### src/rtl/serial_subtractor.sv
// Bit-serial unsigned subtractor: a - b processed LSB-first through one full-subtractor cell.
// Operands and results move through valid/ready handshakes; diff/borrow are registered outputs.
module serial_subtractor #(
    parameter int unsigned WIDTH = 8
) (
    input  logic             clk,
    input  logic             rst_n,
    input  logic             in_valid,
    output logic             in_ready,
    input  logic [WIDTH-1:0] a,
    input  logic [WIDTH-1:0] b,
    output logic             out_valid,
    input  logic             out_ready,
    output logic [WIDTH-1:0] diff,
    output logic             borrow,
    output logic             busy
);

    localparam int unsigned CW = $clog2(WIDTH + 1);

    typedef enum logic [1:0] {
        IDLE,
        RUN,
        DONE
    } state_t;

    state_t           state_q, state_d;
    logic [WIDTH-1:0] a_sh_q, a_sh_d;
    logic [WIDTH-1:0] b_sh_q, b_sh_d;
    logic [WIDTH-1:0] diff_sh_q, diff_sh_d;
    logic [WIDTH-1:0] diff_q, diff_d;
    logic             bor_q, bor_d;
    logic             borrow_q, borrow_d;
    logic [CW-1:0]    cnt_q, cnt_d;

    logic             bit_d;
    logic             bit_bor;
    logic [WIDTH:0]   diff_ext;

    always_comb begin
        bit_d    = a_sh_q[0] ^ b_sh_q[0] ^ bor_q;
        bit_bor  = (~a_sh_q[0] & b_sh_q[0]) | (~(a_sh_q[0] ^ b_sh_q[0]) & bor_q);
        // Extended vector lets the MSB insertion work for WIDTH = 1 as well.
        diff_ext = {bit_d, diff_sh_q};

        state_d   = state_q;
        a_sh_d    = a_sh_q;
        b_sh_d    = b_sh_q;
        diff_sh_d = diff_sh_q;
        diff_d    = diff_q;
        bor_d     = bor_q;
        borrow_d  = borrow_q;
        cnt_d     = cnt_q;

        unique case (state_q)
            IDLE: begin
                if (in_valid) begin
                    a_sh_d  = a;
                    b_sh_d  = b;
                    bor_d   = 1'b0;
                    cnt_d   = '0;
                    state_d = RUN;
                end
            end
            RUN: begin
                a_sh_d    = a_sh_q >> 1;
                b_sh_d    = b_sh_q >> 1;
                diff_sh_d = diff_ext[WIDTH:1];
                bor_d     = bit_bor;
                cnt_d     = cnt_q + CW'(1);
                if (cnt_q == CW'(WIDTH - 1)) begin
                    diff_d   = diff_ext[WIDTH:1];
                    borrow_d = bit_bor;
                    state_d  = DONE;
                end
            end
            DONE: begin
                if (out_ready) begin
                    state_d = IDLE;
                end
            end
            default: state_d = IDLE;
        endcase
    end

    always_ff @(posedge clk or negedge rst_n) begin
        if (!rst_n) begin
            state_q   <= IDLE;
            a_sh_q    <= '0;
            b_sh_q    <= '0;
            diff_sh_q <= '0;
            diff_q    <= '0;
            bor_q     <= 1'b0;
            borrow_q  <= 1'b0;
            cnt_q     <= '0;
        end else begin
            state_q   <= state_d;
            a_sh_q    <= a_sh_d;
            b_sh_q    <= b_sh_d;
            diff_sh_q <= diff_sh_d;
            diff_q    <= diff_d;
            bor_q     <= bor_d;
            borrow_q  <= borrow_d;
            cnt_q     <= cnt_d;
        end
    end

    assign in_ready  = (state_q == IDLE);
    assign out_valid = (state_q == DONE);
    assign busy      = (state_q != IDLE);
    assign diff      = diff_q;
    assign borrow    = borrow_q;

endmodule

### config.mk
export PLATFORM = sky130hd
export DESIGN_NAME = serial_subtractor
export DESIGN_NICKNAME = d
export VERILOG_FILES = /design/src/rtl/serial_subtractor.sv
export SDC_FILE = /design/constraint.sdc
export NUM_CORES = 1
export LEC_CHECK = 0
export BUFFER_PORTS_ARGS = -buffer_cell sky130_fd_sc_hd__buf_2
export CORE_ASPECT_RATIO = 0.9
export CORE_MARGIN = 2
export CORE_UTILIZATION = 30
export CTS_BUF_LIST = sky130_fd_sc_hd__clkbuf_2
export DETAILED_ROUTE_END_ITERATION = 8
export GPL_ROUTABILITY_DRIVEN = 0
export PLACE_DENSITY = 0.55
export SYNTH_ARGS = -nofsm -noshare
export SYNTH_HDL_FRONTEND = slang
export SYNTH_SLANG_ARGS = --single-unit
### constraint.sdc
create_clock -name clk -period 1.53 [get_ports clk]
set_input_delay 0.153 -clock clk [delete_from_list [all_inputs] [get_ports clk]]
set_output_delay 0.153 -clock clk [all_outputs]
set_load 0.01 [all_outputs]
# Word-level counts from Yosys, hierarchy flattened
# Index checks and enable logic that the tools add are counted.
totals:
  ff_bits: 40
  output_inout_bits: 12
  word_cells: 40
  inputBits: 20
op_classes:
  n_reduce_logical: 6
  eq_ne: 6
  addsub: 1
  bitwise: 7
  n_mux: 12
op_table:
  columns: ["op", "count"]
  rows:
  - ["$pmux W8 S2", 2]
  - ["$mux W8", 2]
  - ["$pmux W4 S2", 1]
  - ["$mux W2", 3]
  - ["$pmux W2 S3", 1]
  - ["$add A4 B1 Y4 const B", 1]
  - ["$eq A4 B3 Y1 const B", 1]
  - ["$mux W4", 1]
  - ["$ne A2 B2 Y1 const B", 2]
  - ["$reduce_and A2 Y1", 2]
  - ["$reduce_bool A2 Y1", 2]
  - ["$reduce_and A3 Y1", 1]
  - ["$and A1 B1 Y1", 2]
  - ["$eq A2 B1 Y1 const B", 1]
  - ["$eq A2 B2 Y1 const B", 1]
  - ["$logic_not A2 Y1", 1]
  - ["$ne A2 B1 Y1 const B", 1]
  - ["$not A1 Y1", 2]
  - ["$pmux W1 S2", 1]
  - ["$xor A1 B1 Y1", 2]
  - ["$mux W1", 1]
  - ["$or A1 B1 Y1", 1]

# Logic depth before layout (Yosys ltp)
# Gate-level depths: netlist of the first run.
depth:
  word_depth: 5
  mapped_depth: 4
  depth_no_buf: 4

# Worst setup path after synthesis of the first run
# OpenSTA, ideal clock, no wires.
synth_path:
  path_kind: "reg2reg"
  startpoint: "register cnt_q[0]"
  endpoint: "register diff_q[0], in the netlist diff[0]"
  required_time_ns: 1.405
  stages_incl_launch_ff: 5
  setup_time_ns: 0.125
  setup_slack_ns: 0.098
  t_arrival_ns: 1.308
  path_buffers: 0
  period_less_slack_ns: 1.432
  path_cell_list: "dfrtp_1 -> ha_1 -> nand2_1 -> nor3_4 -> mux2_2"
synth_between:
  elab_chain_cells: 2
synth_lines:
  columns: ["item", "line_no", "rtl"]
  rows:
  - ["start, declared", "34", "logic [CW-1:0] cnt_q, cnt_d;"]
  - ["start signal, assigned", "104", "cnt_q <= cnt_d;"]
  - ["$eq A4 B3 Y1", "71", "if (cnt_q == CW'(WIDTH - 1)) begin"]
  - ["$reduce_and A2 Y1 (no source line)", null, null]
  - ["end signal, assigned", "101", "diff_q <= diff_d;"]
  - ["end, declared", "31", "logic [WIDTH-1:0] diff_q, diff_d;"]
# No other way between the ends.
# A chain may end at the register's enable or synchronous reset.

# Worst setup path in the final report of the first run
layout_path:
  startpoint: "register state_q[0]"
  endpoint: "output port busy"
layout_between:
  elab_chain_cells: 1
layout_lines:
  columns: ["item", "line_no", "rtl"]
  rows:
  - ["start, declared", "27", "state_t state_q, state_d;"]
  - ["start signal, assigned", "97", "state_q <= state_d;"]
  - ["$reduce_bool A2 Y1", "110", "assign busy = (state_q != IDLE);"]
  - ["end, declared", "16", "output logic busy"]
# No other way between the ends.

==> results of run 1 <==
-- flip-flops by register name, summed over array words and instances (netlist names) --
register,count
diff_sh_q,7
borrow,1
a_sh_q,8
cnt_q,4
state_q,2
diff,8
bor_q,1
b_sh_q,8
-- power breakdown --
| group | internal, uW | leakage [uW] | switching, uW |
|---|---|---|---|
| Combinational | 813 | 0.000453 | 693 |
| Sequential | 1470 | 0.000492 | 266 |
| Clock | 125 | 0.0000330 | 328 |
| Total | 2410 | 0.000978 | 1290 |
-- cells by family after synthesis --
family / after synthesis / synth area share [%]
AO/OA/AOI/OAI: 40 / 15.4
AND/OR/NAND/NOR: 30 / 8.55
adder cells (fa/ha/maj): 2 / 1.97
flip-flops: 39 / 59.0
multiplexers: 17 / 11.5
buffers and inverters: 15 / 3.56
-- worst paths after layout --
path | from | endpoint | slack [ns] | depth (start not counted)
min in group asynchronous | rst_n | b_sh_q[4]$_DFFE_PN0P_ | 0.20 | 2
max in group asynchronous | rst_n | state_q[1]$_DFFE_PN0P_ | 0.86 | 3
hold / removal | b[2] | b_sh_q[2]$_DFFE_PN0P_ | 0.05 | 3
hold reg to reg | a_sh_q[6]$_DFFE_PN0P_ | a_sh_q[6]$_DFFE_PN0P_ | 0.50 | 2
setup / recovery | state_q[0]$_DFFE_PN0P_ | busy | 0.08 | 4
setup reg to reg | state_q[1]$_DFFE_PN0P_ | diff[3]$_DFFE_PN0P_ | 0.08 | 4
-- stage by stage --
step | hold slack (ns) | area, sq um | setup TNS [ns] | util, %
4_1_cts | 0.00875 | 2030 | 0 | 38.3
6_report | 0.0467 | 2110 | 0 | 40.0
2_1_floorplan | -0.143 | 1650 | 0 | -
3_3_place_gp | 0.107 | 1960 | 0 | 37.0
5_1_grt | 0.0230 | 2110 | -0.0170 | 40.0
3_5_place_dp | 0.107 | 1960 | 0 | 37.0
-- cells in the final DEF, fill, tap and decap left out, drive strengths merged --
master | synthesis | layout
buf | 2 | 42
dfrtp | 39 | 39
nand2 | 20 | 20
o21ai | 18 | 18
mux2 | 16 | 16
a22oi | 14 | 14
clkbuf | 6 | 8
inv | 7 | 7
dlygate4sd3 | 0 | 4
nor2 | 3 | 3
a21oi | 2 | 2
nor2b | 2 | 2
o21bai | 1 | 1
nand2b | 1 | 1
nor3 | 1 | 1
a21o | 1 | 1
a2bb2oi | 1 | 1
a32o | 1 | 1
mux2i | 1 | 1
nand3 | 1 | 1
and2 | 1 | 1
o31ai | 1 | 1
and3b | 1 | 1
a22o | 1 | 1
fa | 1 | 1
ha | 1 | 1
clkinv | 0 | 1
-- area by class of cell --
| type | instances | share of cell area, % |
|---|---|---|
| Clock buffer | 7 | 1.66 |
| Inverter | 7 | 1.24 |
| Tap cell | 67 | 3.96 |
| Multi-Input combinational cell | 89 | 30.0 |
| Clock inverter | 1 | 0.237 |
| Timing Repair Buffer | 47 | 16.7 |
| Sequential cell | 39 | 46.2 |
-- timing repair --
action,4_1_cts,5_1_grt
setup buffers,0,3
pin swaps,0,1
hold endpoints to repair,40,2
endpoints found under the setup margin,3,7
gates cloned,0,1
resized for setup,3,5
hold buffers,2,2
-- metal layers --
| layer | vias to the layer above | part of all wire [%] |
|---|---|---|
| met5 | - | 0 |
| met3 | 5 | 2.5 |
| met1 | 574 | 48 |
| li1 | 591 | - |
| met4 | 0 | 1.5 |
| met2 | 15 | 48 |
-- worst max-delay path: cells and delay by family (launching register included) --
family,cells,cell delay [ns]
flip-flops,1,0.45
AND/OR/NAND/NOR,1,0.13
buffers and inverters,3,0.34
==> results.yml, run 1 <==
global_routing:
  grt_pass1_vias: 1157
  grt.total_usage_pct: 12.7
  antenna_found_initial: 0
  met3_usage_pct: 3.40
  overflow: 0
  grt_pass1_wl_mm: 5.73
  grt_max_degree: 24
  grt_util_met1_pct: 17.2
  gr-max-usage-layer: "met2"
  grt.met2_usage_pct: 19.2
finish:
  fin_cells: 257
  multi_input_area_sq_um: 634
  drive_above_1_share_pct: 37.4
  n_antenna_cell: 0
  synthToLayoutAreaGrowth_pct: 27.8
  fin_nets: 211
  regArea_sq_um: 977
  n_fill_cell: 522
clock_network:
  clkLatencyLatePin_ns: 0.38
  cts_tree: "done"
  clock-sinks: 39
  root_buffer: "clkbuf_2"
  cts.path.max_buffers: 2
  cts_buffers: 5
  clk_transition_reported_paths_ns: 0.19
  htree_levels: 2
timing:
  maxSlewViolCount: 0
  fin_crit_sh_pct: 94.7
  setup_violations: 0
  period_needed_ns: 1.45
  skew_ns: 0.0119
  tightest_slew_ns: 0.410
  relSlewSlack_pct: 72.7
  setup_ws_ns: 0.0812
  fmax_ghz: 0.690
  rsz0062_at_grt: "true"
  hold_viol: 0
critical_path:
  critPathLaunchType: "flip-flop"
  arrival_ns: 1.30
  slowest_delay_ns: 0.45
  required_ns: 1.38
  path_cells: "buf_12, nor2_4, inv_1, buf_2"
  critical_path_class: "flip-flop to output pin"
  worstPathMaxFanout: 23
  endpoint_kind: "output pin"
  worst_path_max_delay_cell: "dfrtp_1"
status:
  status: "finished clean"
floorplanning:
  die_area_sq_um: 6120
  placementRows: 25
  io_pins: 32
  start_util_pct: 31.3
  core-area_sq_um: 5290
  die_h_microns: 74.4
  dieWidth_microns: 82.3
job:
  maxCapViolations: 0
pwr:
  p_leak_uw: 0.000978
  irDropWorstVdd_mv: 0.461
  power_uw: 3700
  p_per_area_nw_per_um2: 1750
routing:
  wl_per_cell_microns: 13.3
  finalWirelength_mm: 3.41
  postRouteAntennaNets: 0
  via_per_inst: 4.61
  route.vias.total: 1185
  drc: 0
  first_pass_iters: 4
  first_iter_violations: 72
yosys:
  yosysWarnings: 0
  synth.distinct_cells: 25
  syn_area_per_cell_sq_um: 11.6
  synth.most_common_cell: "dfrtp_1"
  syn_area_sq_um: 1650
  syn_inst: 143
  synth_ff_type: "dfrtp_1"
  synth_edf_count: 0
  synth_top_cell_area_share_pct: 59.0
  async_reset_ff_share_pct: 100
  ys_seq_elements: 39
  yosysTopAreaCell: "dfrtp_1"
  synth_seq_area_share_pct: 59.0
  synth_top_cells_by_area: "dfrtp_1 (59%), mux2_2 (11%), a22oi_1 (6.4%)"
  postSynthNetCount: 165
  synth_commonest_cells: "dfrtp_1 (39), nand2_1 (20), o21ai_0 (18)"
worst_hold_path:
  hp-class: "primary input to flip-flop"
placement:
  port_buffers: 31
  pre_cts_slack_ns: 0.0977
  dp_cells: 241
  hpwl_mm: 2.23
Power figures use the tool's default switching activity.
==> run 2: changes to the inputs <==
--- a/config.mk
+++ b/config.mk
@@ -12,7 +12,7 @@
 export CTS_BUF_LIST = sky130_fd_sc_hd__clkbuf_2
 export DETAILED_ROUTE_END_ITERATION = 8
 export GPL_ROUTABILITY_DRIVEN = 0
-export PLACE_DENSITY = 0.55
+export SETUP_SLACK_MARGIN = 0.2
 export SYNTH_ARGS = -nofsm -noshare
 export SYNTH_HDL_FRONTEND = slang
 export SYNTH_SLANG_ARGS = --single-unit
==> run 2 against run 1 <==
Against the previous run: sequential share of layout area is 2.3 points lower; fmax is 2.0% higher; routed wire length is 7.1% higher; clock power is 5.5% lower; core utilization is 2.1 points higher; critical path depth stayed put; final area is 5.3% higher; first-iteration DRC count is 11% higher; cell count is 2.7% higher; non-clock buffer count is 8 higher; power is 6.4% higher; combinational power is 17% higher; critical path type unchanged; critical endpoint unchanged; largest cell class unchanged.
==> results.yml, run 2 (synthesis gave the netlist of run 1 again) <==
clock_network:
  htree_levels: 2
  cts_buffers: 5
  clock-sinks: 39
  cts_tree: "done"
  clkLatencyLatePin_ns: 0.39
  root_buffer: "clkbuf_2"
  clk_transition_reported_paths_ns: 0.18
  cts.path.max_buffers: 2
worst_hold_path:
  hold_start: "b[7]"
  hp-class: "primary input to flip-flop"
finish:
  final_common_cell: "dfrtp_1"
  final_core_util_pct: 42.1
  regArea_sq_um: 977
  synthToLayoutAreaGrowth_pct: 34.6
  multi_input_area_sq_um: 657
  drive_above_1_share_pct: 42.1
  layout_common_cells: "dfrtp_1 (38), buf_2 (30), nand2_1 (19)"
  n_fill_cell: 491
  n_antenna_cell: 0
  fin_nets: 219
pwr:
  p_leak_uw: 0.00104
  power_frac_comb_pct: 44.7
  switchingPower_uw: 1370
  p_per_area_nw_per_um2: 1770
  intPower_uw: 2560
  sw_frac_of_total_pct: 34.9
  seqPwrFrac_pct: 44.4
  clockPowerShare_pct: 10.9
  irDropWorstVdd_mv: 0.522
timing:
  hold_viol: 0
  setup_violations: 0
  tightest_slew_ns: 0.407
  skew_ns: 0.0163
  period_needed_ns: 1.42
  maxSlewViolCount: 0
  setup_tns_ns: 0
  fmax_ghz: 0.704
  rsz0062_at_grt: "true"
  relSlewSlack_pct: 72.8
  fin_crit_sh_pct: 92.9
critical_path:
  setup.worst_path.start: "state_q[1]$_DFFE_PN0P_"
  arrival_ns: 1.27
  critPathLaunchType: "flip-flop"
  endpoint_kind: "output pin"
  worstPathMaxFanout: 6
  timing.critical_path.buf_inv: 3
  path_cells: "buf_8, nor2_4, inv_1, buf_2"
  worst_path_max_delay_cell: "dfrtp_1"
  slowest_delay_ns: 0.45
  required_ns: 1.38
  critical_path_class: "flip-flop to output pin"
  r2r-start: "cnt_q[0]$_DFFE_PN0P_"
  path_delay_family: "flip-flops"
status:
  status: "finished clean"
routing:
  first_pass_iters: 4
  via_per_inst: 4.75
  postRouteAntennaNets: 0
  wl_per_cell_microns: 13.8
  finalWirelength_mm: 3.65
  first_iter_violations: 80
  drc: 0
  route.vias.total: 1253
floorplanning:
  placementRows: 25
  core-area_sq_um: 5290
  die_area_sq_um: 6120
  start_util_pct: 31.3
  dieWidth_microns: 82.3
  die_h_microns: 74.4
  io_pins: 32
placement:
  hpwl_mm: 2.28
  port_buffers: 31
global_routing:
  grt_pass1_wl_mm: 5.78
  grt_max_degree: 24
  overflow: 0
  grt.total_usage_pct: 12.6
  grt_pass1_vias: 1242
  antenna_found_initial: 0
job:
  maxCapViolations: 0
run 2: cell count changes in the layout (fill, tap and decap cells not counted), moves of 2 or more:
cell and delta:
dlygate4sd3_1 -2, o21ai_0 -7, o21ai_1 +7, clkbuf_2 -2, buf_6 +5, buf_4 +5
run 2: power by group through the flow:
stage	clock (uW)	combinational [uW]	sequential, uW
6_report	427	1760	1750
5_1_grt	494	1960	1810
4_1_cts	447	1580	1740
3_5_place_dp	0	1430	1770
3_3_place_gp	0	1400	1760
2_1_floorplan	0	895	1770
run 2: final timing paths:
kind | slack [ns] | endpoint | cells past startpoint
worst max-delay path | 0.11 | busy | 4
worst min-delay path | 0.01 | b_sh_q[7]$_DFFE_PN0P_ | 2
worst max register to register | 0.12 | diff[5]$_DFFE_PN0P_ | 5
worst min register to register | 0.51 | bor_q$_DFFE_PN0P_ | 2
max in group asynchronous | 0.86 | state_q[0]$_DFFE_PN0P_ | 3
min in group asynchronous | 0.19 | a_sh_q[0]$_DFFE_PN0P_ | 2
run 2: repair_timing:
action | 4_1_cts | 5_1_grt
pin swaps | 0 | 3
cloned | 1 | 1
hold buffers | 1 | 1
buffers inserted | 4 | 7
resized for setup | 5 | 19
endpoints found under the setup margin | 12 | 29
hold endpoints to repair | 28 | 1
run 2: layout make-up:
cell class,instances,area share [%]
repair buffers,55,20.2
clock buffers,5,1.12
clock inverters,2,0.393
inverters,7,1.18
multi-input cells,89,29.5
flip-flops and latches,39,43.9
well taps,67,3.76
run 2: metal layers:
layer	up-vias	GRT usage [%]	share of wire, %
li1	614	-	-
met5	-	0	0
met2	28	19.7	47
met1	604	16.5	47
met4	0	5.00	1.7
met3	7	3.52	4.4
run 2: worst register-to-register path: stages (launching register included):
cell and delay, ns:
dfrtp_1 0.39, ha_1 0.19, nand2_2 0.09, nor3_4 0.16
buf_12 0.16, mux2_2 0.33
run 2: stage by stage:
step	setup slack, ns	power (uW)	instances	area [sq um]	hold slack (ns)
after floorplan	0.0977	2660	143	1650	-0.143
after global placement	0.135	3160	242	1970	0.108
after detailed placement	0.0894	3200	242	1970	0.109
after CTS	0.0833	3770	255	2090	0.000739
after global routing	0.0260	4270	264	2230	0.000833
final	0.109	3940	264	2230	0.0126
